**config.mk**
```make
export PLATFORM = sky130hd
export DESIGN_NAME = mem_access_stage_flat
export DESIGN_NICKNAME = d
export VERILOG_FILES = /design/src/rtl/mem_access_stage_pkg.sv /design/src/rtl/mem_access_stage_if.sv /design/src/rtl/mem_access_stage_lane_align.sv /design/src/rtl/mem_access_stage.sv /design/src/flat_wrapper.sv
export SDC_FILE = /design/constraint.sdc
export NUM_CORES = 1
export LEC_CHECK = 0
export ABC_CLOCK_PERIOD_IN_PS = 3700
export BUFFER_PORTS_ARGS = -buffer_cell sky130_fd_sc_hd__buf_2
export CAP_MARGIN = 20
export CORE_MARGIN = 3
export CORE_UTILIZATION = 33
export CTS_BUF_LIST = sky130_fd_sc_hd__clkbuf_4 sky130_fd_sc_hd__clkbuf_8 sky130_fd_sc_hd__clkbuf_16
export DETAILED_ROUTE_END_ITERATION = 10
export GPL_TIMING_DRIVEN = 0
export MAX_ROUTING_LAYER = met4
export PLACE_DENSITY = 0.68
export RECOVER_POWER = 50
export REMOVE_ABC_BUFFERS = 1
export SYNTH_ARGS = -nofsm -noshare
export SYNTH_HDL_FRONTEND = slang
export SYNTH_HIERARCHICAL = 1
export SYNTH_SLANG_ARGS = --single-unit
```
**constraint.sdc**
```tcl
create_clock -name clk_i -period 3.7 [get_ports clk_i]
set_input_delay 0.74 -clock clk_i [delete_from_list [all_inputs] [get_ports clk_i]]
set_output_delay 0.74 -clock clk_i [all_outputs]
set_load 0.03 [all_outputs]
```
**src/rtl/mem_access_stage_pkg.sv**
```systemverilog
// Shared encodings for the MEM stage: access size codes, FSM states and
// WB/M control bit positions, plus the alignment rule used at issue time.
package mem_access_stage_pkg;

    localparam int DATA_W = 32;

    localparam logic [1:0] SZ_BYTE = 2'b00;
    localparam logic [1:0] SZ_HALF = 2'b01;
    localparam logic [1:0] SZ_WORD = 2'b10;

    localparam int WB_REGWRITE = 1;
    localparam int WB_MEMTOREG = 0;
    localparam int M_READ      = 1;
    localparam int M_WRITE     = 0;

    typedef enum logic [1:0] {
        ST_IDLE = 2'd0,
        ST_REQ  = 2'd1,
        ST_DONE = 2'd2
    } state_e;

    // Size code 11 is handled as a word, so any nonzero low bits are illegal for it.
    function automatic logic is_misaligned(input logic [1:0] size, input logic [1:0] lane);
        logic bad;
        case (size)
            SZ_BYTE: bad = 1'b0;
            SZ_HALF: bad = lane[0];
            default: bad = |lane;
        endcase
        return bad;
    endfunction

endpackage

```
**src/rtl/mem_access_stage_if.sv**
```systemverilog
// Data-memory request/acknowledge bus between the MEM stage (master) and memory (slave).
interface mem_access_stage_if;
    import mem_access_stage_pkg::*;

    logic              mem_req_o;
    logic              mem_we_o;
    logic [DATA_W-1:0] mem_addr_o;
    logic [3:0]        mem_be_o;
    logic [DATA_W-1:0] mem_wdata_o;
    logic              mem_ack_i;
    logic [DATA_W-1:0] mem_rdata_i;

    modport master (
        output mem_req_o, mem_we_o, mem_addr_o, mem_be_o, mem_wdata_o,
        input  mem_ack_i, mem_rdata_i
    );

    modport slave (
        input  mem_req_o, mem_we_o, mem_addr_o, mem_be_o, mem_wdata_o,
        output mem_ack_i, mem_rdata_i
    );

endinterface

```
**src/rtl/mem_access_stage_lane_align.sv**
```systemverilog
// Byte-lane steering for stores and lane extraction plus sign/zero extension for loads.
// Purely combinational; the store and load halves use independent size/lane inputs.
module mem_access_stage_lane_align
    import mem_access_stage_pkg::*;
(
    input  logic [1:0]        st_size,
    input  logic [1:0]        st_lane,
    input  logic [DATA_W-1:0] st_wdata,
    output logic [3:0]        st_be,
    output logic [DATA_W-1:0] st_wdata_rep,
    input  logic [1:0]        ld_size,
    input  logic [1:0]        ld_lane,
    input  logic              ld_unsigned,
    input  logic [DATA_W-1:0] ld_rdata,
    output logic [DATA_W-1:0] ld_data
);

    function automatic logic [DATA_W-1:0] extend8(input logic [7:0] b, input logic uns);
        logic signed [7:0] sb;
        sb = b;
        return uns ? {24'h0, b} : {{24{sb[7]}}, sb};
    endfunction

    function automatic logic [DATA_W-1:0] extend16(input logic [15:0] h, input logic uns);
        logic signed [15:0] sh;
        sh = h;
        return uns ? {16'h0, h} : {{16{sh[15]}}, sh};
    endfunction

    always_comb begin
        st_be        = 4'b1111;
        st_wdata_rep = st_wdata;
        case (st_size)
            SZ_BYTE: begin
                st_be        = 4'b0001 << st_lane;
                st_wdata_rep = {4{st_wdata[7:0]}};
            end
            SZ_HALF: begin
                st_be        = st_lane[1] ? 4'b1100 : 4'b0011;
                st_wdata_rep = {2{st_wdata[15:0]}};
            end
            default: ;
        endcase
    end

    always_comb begin
        logic [7:0]  byte_sel;
        logic [15:0] half_sel;
        case (ld_lane)
            2'd0:    byte_sel = ld_rdata[7:0];
            2'd1:    byte_sel = ld_rdata[15:8];
            2'd2:    byte_sel = ld_rdata[23:16];
            default: byte_sel = ld_rdata[31:24];
        endcase
        half_sel = ld_lane[1] ? ld_rdata[31:16] : ld_rdata[15:0];
        case (ld_size)
            SZ_BYTE: ld_data = extend8(byte_sel, ld_unsigned);
            SZ_HALF: ld_data = extend16(half_sel, ld_unsigned);
            default: ld_data = ld_rdata;
        endcase
    end

endmodule

```
**src/rtl/mem_access_stage.sv**
```systemverilog
// MEM pipeline stage: issues loads/stores on a variable-latency req/ack bus, stalls the
// front of the pipe while an access is outstanding and bubbles MEM_WB meanwhile.
module mem_access_stage
    import mem_access_stage_pkg::*;
#(
    parameter int unsigned TIMEOUT = 255
) (
    input  logic                clk_i,
    input  logic                rst_i,
    input  logic [1:0]          WB_i,
    input  logic [1:0]          M_i,
    input  logic [1:0]          size_i,
    input  logic                unsigned_i,
    input  logic [DATA_W-1:0]   addr_i,
    input  logic [DATA_W-1:0]   wdata_i,
    input  logic [4:0]          RDaddr_i,
    mem_access_stage_if.master  mem,
    output logic                stall_o,
    output logic [1:0]          WB_o,
    output logic [DATA_W-1:0]   data1_o,
    output logic [DATA_W-1:0]   data2_o,
    output logic [4:0]          RDaddr_o,
    output logic                misalign_o,
    output logic                timeout_o
);

    localparam int CNT_W = (TIMEOUT < 2) ? 1 : $clog2(TIMEOUT + 1);
    localparam logic [CNT_W-1:0] TIMEOUT_C = CNT_W'(TIMEOUT);

    state_e             state_q, state_d;
    logic [CNT_W-1:0]   cnt_q, cnt_d;
    logic               latch_en, cap_en;

    logic               we_p1;
    logic [3:0]         be_p1;
    logic [DATA_W-1:2]  addr_p1;
    logic [DATA_W-1:0]  wdata_p1;
    logic [1:0]         size_p1;
    logic [1:0]         lane_p1;
    logic               uns_p1;
    logic [DATA_W-1:0]  load_p1;

    logic [3:0]         be_w;
    logic [DATA_W-1:0]  wdata_w;
    logic [DATA_W-1:0]  ld_data_w;

    mem_access_stage_lane_align u_align (
        .st_size      (size_i),
        .st_lane      (addr_i[1:0]),
        .st_wdata     (wdata_i),
        .st_be        (be_w),
        .st_wdata_rep (wdata_w),
        .ld_size      (size_p1),
        .ld_lane      (lane_p1),
        .ld_unsigned  (uns_p1),
        .ld_rdata     (mem.mem_rdata_i),
        .ld_data      (ld_data_w)
    );

    always_comb begin
        state_d    = state_q;
        cnt_d      = cnt_q;
        stall_o    = 1'b0;
        WB_o       = WB_i;
        misalign_o = 1'b0;
        timeout_o  = 1'b0;
        latch_en   = 1'b0;
        cap_en     = 1'b0;
        case (state_q)
            ST_IDLE: begin
                if (|M_i) begin
                    WB_o = 2'b00;
                    if (is_misaligned(size_i, addr_i[1:0])) begin
                        misalign_o = 1'b1;
                    end else begin
                        stall_o  = 1'b1;
                        latch_en = 1'b1;
                        cnt_d    = '0;
                        state_d  = ST_REQ;
                    end
                end
            end
            ST_REQ: begin
                stall_o = 1'b1;
                WB_o    = 2'b00;
                cnt_d   = cnt_q + 1'b1;
                if (mem.mem_ack_i) begin
                    cap_en  = 1'b1;
                    state_d = ST_DONE;
                end else if (TIMEOUT != 0 && cnt_d == TIMEOUT_C) begin
                    // Abort releases the pipe this cycle; the instruction retires as a bubble.
                    timeout_o = 1'b1;
                    stall_o   = 1'b0;
                    state_d   = ST_IDLE;
                end
            end
            ST_DONE: state_d = ST_IDLE;
            default: state_d = ST_IDLE;
        endcase
    end

    // Control state and architecturally visible registers: reset.
    always_ff @(posedge clk_i) begin
        if (rst_i) begin
            state_q <= ST_IDLE;
            cnt_q   <= '0;
            we_p1   <= 1'b0;
            be_p1   <= 4'b0000;
            load_p1 <= '0;
        end else begin
            state_q <= state_d;
            cnt_q   <= cnt_d;
            if (latch_en) begin
                we_p1 <= M_i[M_WRITE] & ~M_i[M_READ];
                be_p1 <= be_w;
            end
            if (cap_en && !we_p1) begin
                load_p1 <= ld_data_w;
            end
        end
    end

    // Request payload: only meaningful while mem_req_o is high, so no reset.
    always_ff @(posedge clk_i) begin
        if (latch_en) begin
            addr_p1  <= addr_i[DATA_W-1:2];
            wdata_p1 <= wdata_w;
            size_p1  <= size_i;
            lane_p1  <= addr_i[1:0];
            uns_p1   <= unsigned_i;
        end
    end

    assign mem.mem_req_o   = (state_q == ST_REQ);
    assign mem.mem_we_o    = we_p1;
    assign mem.mem_addr_o  = {addr_p1, 2'b00};
    assign mem.mem_be_o    = be_p1;
    assign mem.mem_wdata_o = wdata_p1;

    assign data1_o  = load_p1;
    assign data2_o  = addr_i;
    assign RDaddr_o = RDaddr_i;

endmodule

```
**src/flat_wrapper.sv**
```systemverilog
// flat-port wrapper written by rule: the top's interface ports become plain ports
module mem_access_stage_flat import mem_access_stage_pkg::*;
#(
    parameter int unsigned TIMEOUT = 255
)
  (clk_i, rst_i, WB_i, M_i, size_i, unsigned_i, addr_i, wdata_i, RDaddr_i, stall_o, WB_o, data1_o, data2_o, RDaddr_o, misalign_o, timeout_o, mem_mem_req_o, mem_mem_we_o, mem_mem_addr_o, mem_mem_be_o, mem_mem_wdata_o, mem_mem_ack_i, mem_mem_rdata_i);
  mem_access_stage_if mem_i ();
  input  logic clk_i;
  input  logic rst_i;
  input  logic [1:0] WB_i;
  input  logic [1:0] M_i;
  input  logic [1:0] size_i;
  input  logic unsigned_i;
  input  logic [DATA_W-1:0] addr_i;
  input  logic [DATA_W-1:0] wdata_i;
  input  logic [4:0] RDaddr_i;
  output logic stall_o;
  output logic [1:0] WB_o;
  output logic [DATA_W-1:0] data1_o;
  output logic [DATA_W-1:0] data2_o;
  output logic [4:0] RDaddr_o;
  output logic misalign_o;
  output logic timeout_o;
  output wire logic [$bits(mem_i.mem_req_o)-1:0] mem_mem_req_o;
  output wire logic [$bits(mem_i.mem_we_o)-1:0] mem_mem_we_o;
  output wire logic [$bits(mem_i.mem_addr_o)-1:0] mem_mem_addr_o;
  output wire logic [$bits(mem_i.mem_be_o)-1:0] mem_mem_be_o;
  output wire logic [$bits(mem_i.mem_wdata_o)-1:0] mem_mem_wdata_o;
  input wire logic [$bits(mem_i.mem_ack_i)-1:0] mem_mem_ack_i;
  input wire logic [$bits(mem_i.mem_rdata_i)-1:0] mem_mem_rdata_i;
  assign mem_mem_req_o = mem_i.mem_req_o;
  assign mem_mem_we_o = mem_i.mem_we_o;
  assign mem_mem_addr_o = mem_i.mem_addr_o;
  assign mem_mem_be_o = mem_i.mem_be_o;
  assign mem_mem_wdata_o = mem_i.mem_wdata_o;
  assign mem_i.mem_ack_i = mem_mem_ack_i;
  assign mem_i.mem_rdata_i = mem_mem_rdata_i;
  mem_access_stage #(.TIMEOUT(TIMEOUT)) u_core (.clk_i(clk_i), .rst_i(rst_i), .WB_i(WB_i), .M_i(M_i), .size_i(size_i), .unsigned_i(unsigned_i), .addr_i(addr_i), .wdata_i(wdata_i), .RDaddr_i(RDaddr_i), .mem(mem_i), .stall_o(stall_o), .WB_o(WB_o), .data1_o(data1_o), .data2_o(data2_o), .RDaddr_o(RDaddr_o), .misalign_o(misalign_o), .timeout_o(timeout_o));
endmodule
```
==> impl_summary.txt <==
----------------------------------------------------
[Clock network]
  Total clock sinks ... 114
  Clock latency on the worst-skew pair ... 400 ps
  Clock slew at reported path FFs ... 60 ps
  Clk buf depth ... 2
  TritonCTS clock tree ... yes
  Clock buffer count from CTS ... 17
  Setup Fix Bufs, Post-CTS ... 0
  H-tree Lvls ... 4
  Buffer type at the clock tree root ... sky130_fd_sc_hd__clkbuf_16

[Timing]
  Worst hold margin ... 451.6 ps
  Slew at the pin closest to its max-slew limit ... 2249 ps
  Worst Setup Slack, final ... 226.8 ps
  Worst setup skew after layout ... 7.347 ps
  Final hold violations ... 0
  Slew margin rel. ... -0.4992
  Finish-stage setup viols ... 0
  Portion of the clock cycle consumed by the worst path in the final layout ... 0.9387
  Setup repair after global routing missed its margin ... false
  Fmax ... 0.2879 GHz
  Max-slew violation count ... 49
  Post-layout minimum cycle time ... 3473 ps

[Routing]
  Routed wire length ... 15.32 mm
  Residual DRC count ... 0
  Count of vias placed by the detailed router ... 4497
  Pre-antenna DRT Iters ... 4
  Number of routed nets with antenna violations ... 0
  1st-iter DRT viols ... 172
  Via density per instance ... 4.789
  Routed length per placed instance ... 16.32 um

[Finish]
  Fin area ... 6933 sq um
  Most frequent cells in the layout ... 125 x sky130_fd_sc_hd__buf_2, 116 x sky130_fd_sc_hd__clkbuf_1, 86 x sky130_fd_sc_hd__nand2_1
  Share of layout cells above drive strength 1 ... 0.2677
  Area growth syn-to-layout ... 26.48%
  Net total in the final layout ... 821
  Leading cell type in the layout, fill and taps excluded ... sky130_fd_sc_hd__buf_2
  Final Util ... 0.4317

[Outcome]
  Outcome ... complete, but fails checks
  Violated checks ... max-capacitance violations, max-slew violations

[Die]
  Core outline area ... 16060 sq um
  Initial cell density of the core ... 0.3414
  Total Die Area ... 18190 sq um
  Chip width ... 134.9 um
  Io pins ... 255
  Floorplan die height ... 134.9 um
  Number of rows in the core area ... 46

[Synthesis]
  Ys flop type ... sky130_fd_sc_hd__edfxtp_1
  Syn_area_per_cell ... 10.52 sq um
  Synthesized cell area ... 5482 sq um
  Portion of the post-synthesis area used by sequential elements ... 0.5387
  YS warnings ... 6
  Number of instances in the synthesized netlist ... 521
  Number of enable flip-flop cells after synthesis ... 67
  Yosys cell types ... 48
  Flip-flop and latch count after synthesis ... 114
  Proportion of synthesized flip-flops having asynchronous set or reset ... 0

[Placement]
  GP Congestion ... 0.8710
  Post-DP HPWL ... 11.19 mm
  IO Port Bufs ... 242
  Post-Place Cell Area ... 6494 sq um
  Post-placement worst setup slack ... -142.3 ps

[Job]
  Max_cap viols ... 1

[Worst setup path]
  Worst Setup End Kind ... output pin
  Type of origin of the critical path ... input pin
  Kind of critical path ... input pin to output pin
  Arr. time, crit path ... 2730 ps
  Buffer and inverter count on the worst path ... 4
  Max incr delay on CP ... 390 ps
  Worst endpoint required time ... 2960 ps
  Cell family with the largest share of critical-path delay ... buffers and inverters
  Critical-path cell with the highest stage delay ... sky130_fd_sc_hd__clkbuf_1
  Cells along the critical path ... clkbuf_1, a21oi_1, o221ai_2, buf_4, inv_6, o31a_1, buf_2
  Maximum fanout encountered on the critical timing path ... 69

[GRT]
  Vias in the first global route ... 4373
  First-pass GRT wire length ... 23.34 mm
  Antenna violations before repair ... 1
  Largest net degree at the start of global routing ... 70
  Overall Global Routing Usage ... 0.1717
  Grt ovf ... 0

[Power and ir drop]
  PnR Total Power ... 0.003662 W
  Max VDD drop ... 0.2924 mV
  PD cells ... 528.3 nW/um^2
  Leakage component of the power ... 2.634 nW

[Hold path]
  Worst min path class ... flop to flop

----------------------------------------------------
-- final cells by class --
class	instances	area [sq um]
fillers	1629	9125
multi-input cells	324	1982
flip-flops and latches	114	2953
diodes	2	5.005
well taps	216	270.3
repair buffers	246	1142
clock inverters	15	131.4
inverters	5	23.77
clock buffers	17	425.4
-- routing by layer --
layer,share of wire,vias to the layer above,track usage
li1,-,2180,-
met1,0.39,2087,0.1940
met2,0.51,209,0.2890
met3,0.080,21,0.04657
met4,0.021,0,0.06957
met5,0,-,-
-- Yosys cell counts (3+ instances only) --
| cell | number | share of area |
|---|---|---|
| sky130_fd_sc_hd__nand2_1 | 86 | 0.059 |
| sky130_fd_sc_hd__a21oi_1 | 78 | 0.071 |
| sky130_fd_sc_hd__edfxtp_1 | 67 | 0.37 |
| sky130_fd_sc_hd__buf_4 | 50 | 0.068 |
| sky130_fd_sc_hd__dfxtp_1 | 47 | 0.17 |
| sky130_fd_sc_hd__mux2i_1 | 26 | 0.047 |
| sky130_fd_sc_hd__nor2b_1 | 21 | 0.024 |
| sky130_fd_sc_hd__mux2_2 | 17 | 0.035 |
| sky130_fd_sc_hd__nor2_1 | 15 | 0.010 |
| sky130_fd_sc_hd__clkbuf_1 | 13 | 0.0089 |
| sky130_fd_sc_hd__o21ai_0 | 11 | 0.010 |
| sky130_fd_sc_hd__buf_2 | 9 | 0.0082 |
| sky130_fd_sc_hd__o221ai_1 | 9 | 0.014 |
| sky130_fd_sc_hd__nor3_1 | 7 | 0.0064 |
| sky130_fd_sc_hd__o22a_1 | 7 | 0.011 |
| sky130_fd_sc_hd__buf_6 | 6 | 0.012 |
| sky130_fd_sc_hd__nand3_1 | 6 | 0.0055 |
| sky130_fd_sc_hd__inv_1 | 4 | 0.0027 |
| sky130_fd_sc_hd__a31oi_1 | 3 | 0.0034 |
| sky130_fd_sc_hd__or2_2 | 3 | 0.0034 |
-- logic make-up after synthesis --
group           Yosys count  share of synthesized area
compound gates          125                     0.1404
xor+xnor                  3                   0.004794
fa+ha+maj                 2                   0.004564
buf+inv                  84                     0.1020
flops                   114                     0.5387
mux                      45                    0.08788
other cells               1                  0.0006841
simple gates            147                     0.1210
-- worst min-delay path, delay by kind of cell (launching register included) --
kind / cells / cell delay, ps
DFF: 1 / 300
AOI/OAI and AO/OA: 1 / 50
and+or+nand+nor: 1 / 50
-- path summary, 6_finish.rpt --
| kind | to | start | slack (ps) | cells past startpoint |
|---|---|---|---|---|
| max reg2reg | u_core/data1_o[27] | u_core/lane_p1[1] | 1320 | 5 |
| max | stall_o | addr_i[0] | 230 | 7 |
| min | u_core/data1_o[15] | u_core/data1_o[15] | 450 | 2 |
| min reg2reg | u_core/data1_o[15] | u_core/data1_o[15] | 450 | 2 |
-- timing repair --
action                                  CTS  global route
endpoints found under the hold margin     0             0
pin swaps                                 0             0
endpoints found under the setup margin    1             1
resized for setup                         2             1
hold buffers                              0             0
-- power breakdown --
part	internal [W]	switching (W)	leakage, nW
sequential	0.00145	0.0000408	1.02
combinational	0.000191	0.000453	1.35
clock	0.000926	0.000605	0.264
-- per-stage QoR --
stage	cells	TNS [ps]
after floorplan	443	-354.1
after CTS	936	0
after detailed placement	904	-142.3
after global placement	901	-70370
after global routing	938	0
final	939	0
-- sequential cells by signal, summed over array words and instances, names as in the netlist --
register / cells
u_core/mem.mem_be_o: 4
u_core/data1_o: 32
u_core/mem.mem_we_o: 1
u_core/uns_p1: 1
u_core/state_q: 2
u_core/lane_p1: 2
u_core/size_p1: 2
u_core/mem.mem_wdata_o: 32
u_core/cnt_q: 8
u_core/addr_p1: 30
(Power assumes the default switching activity.)
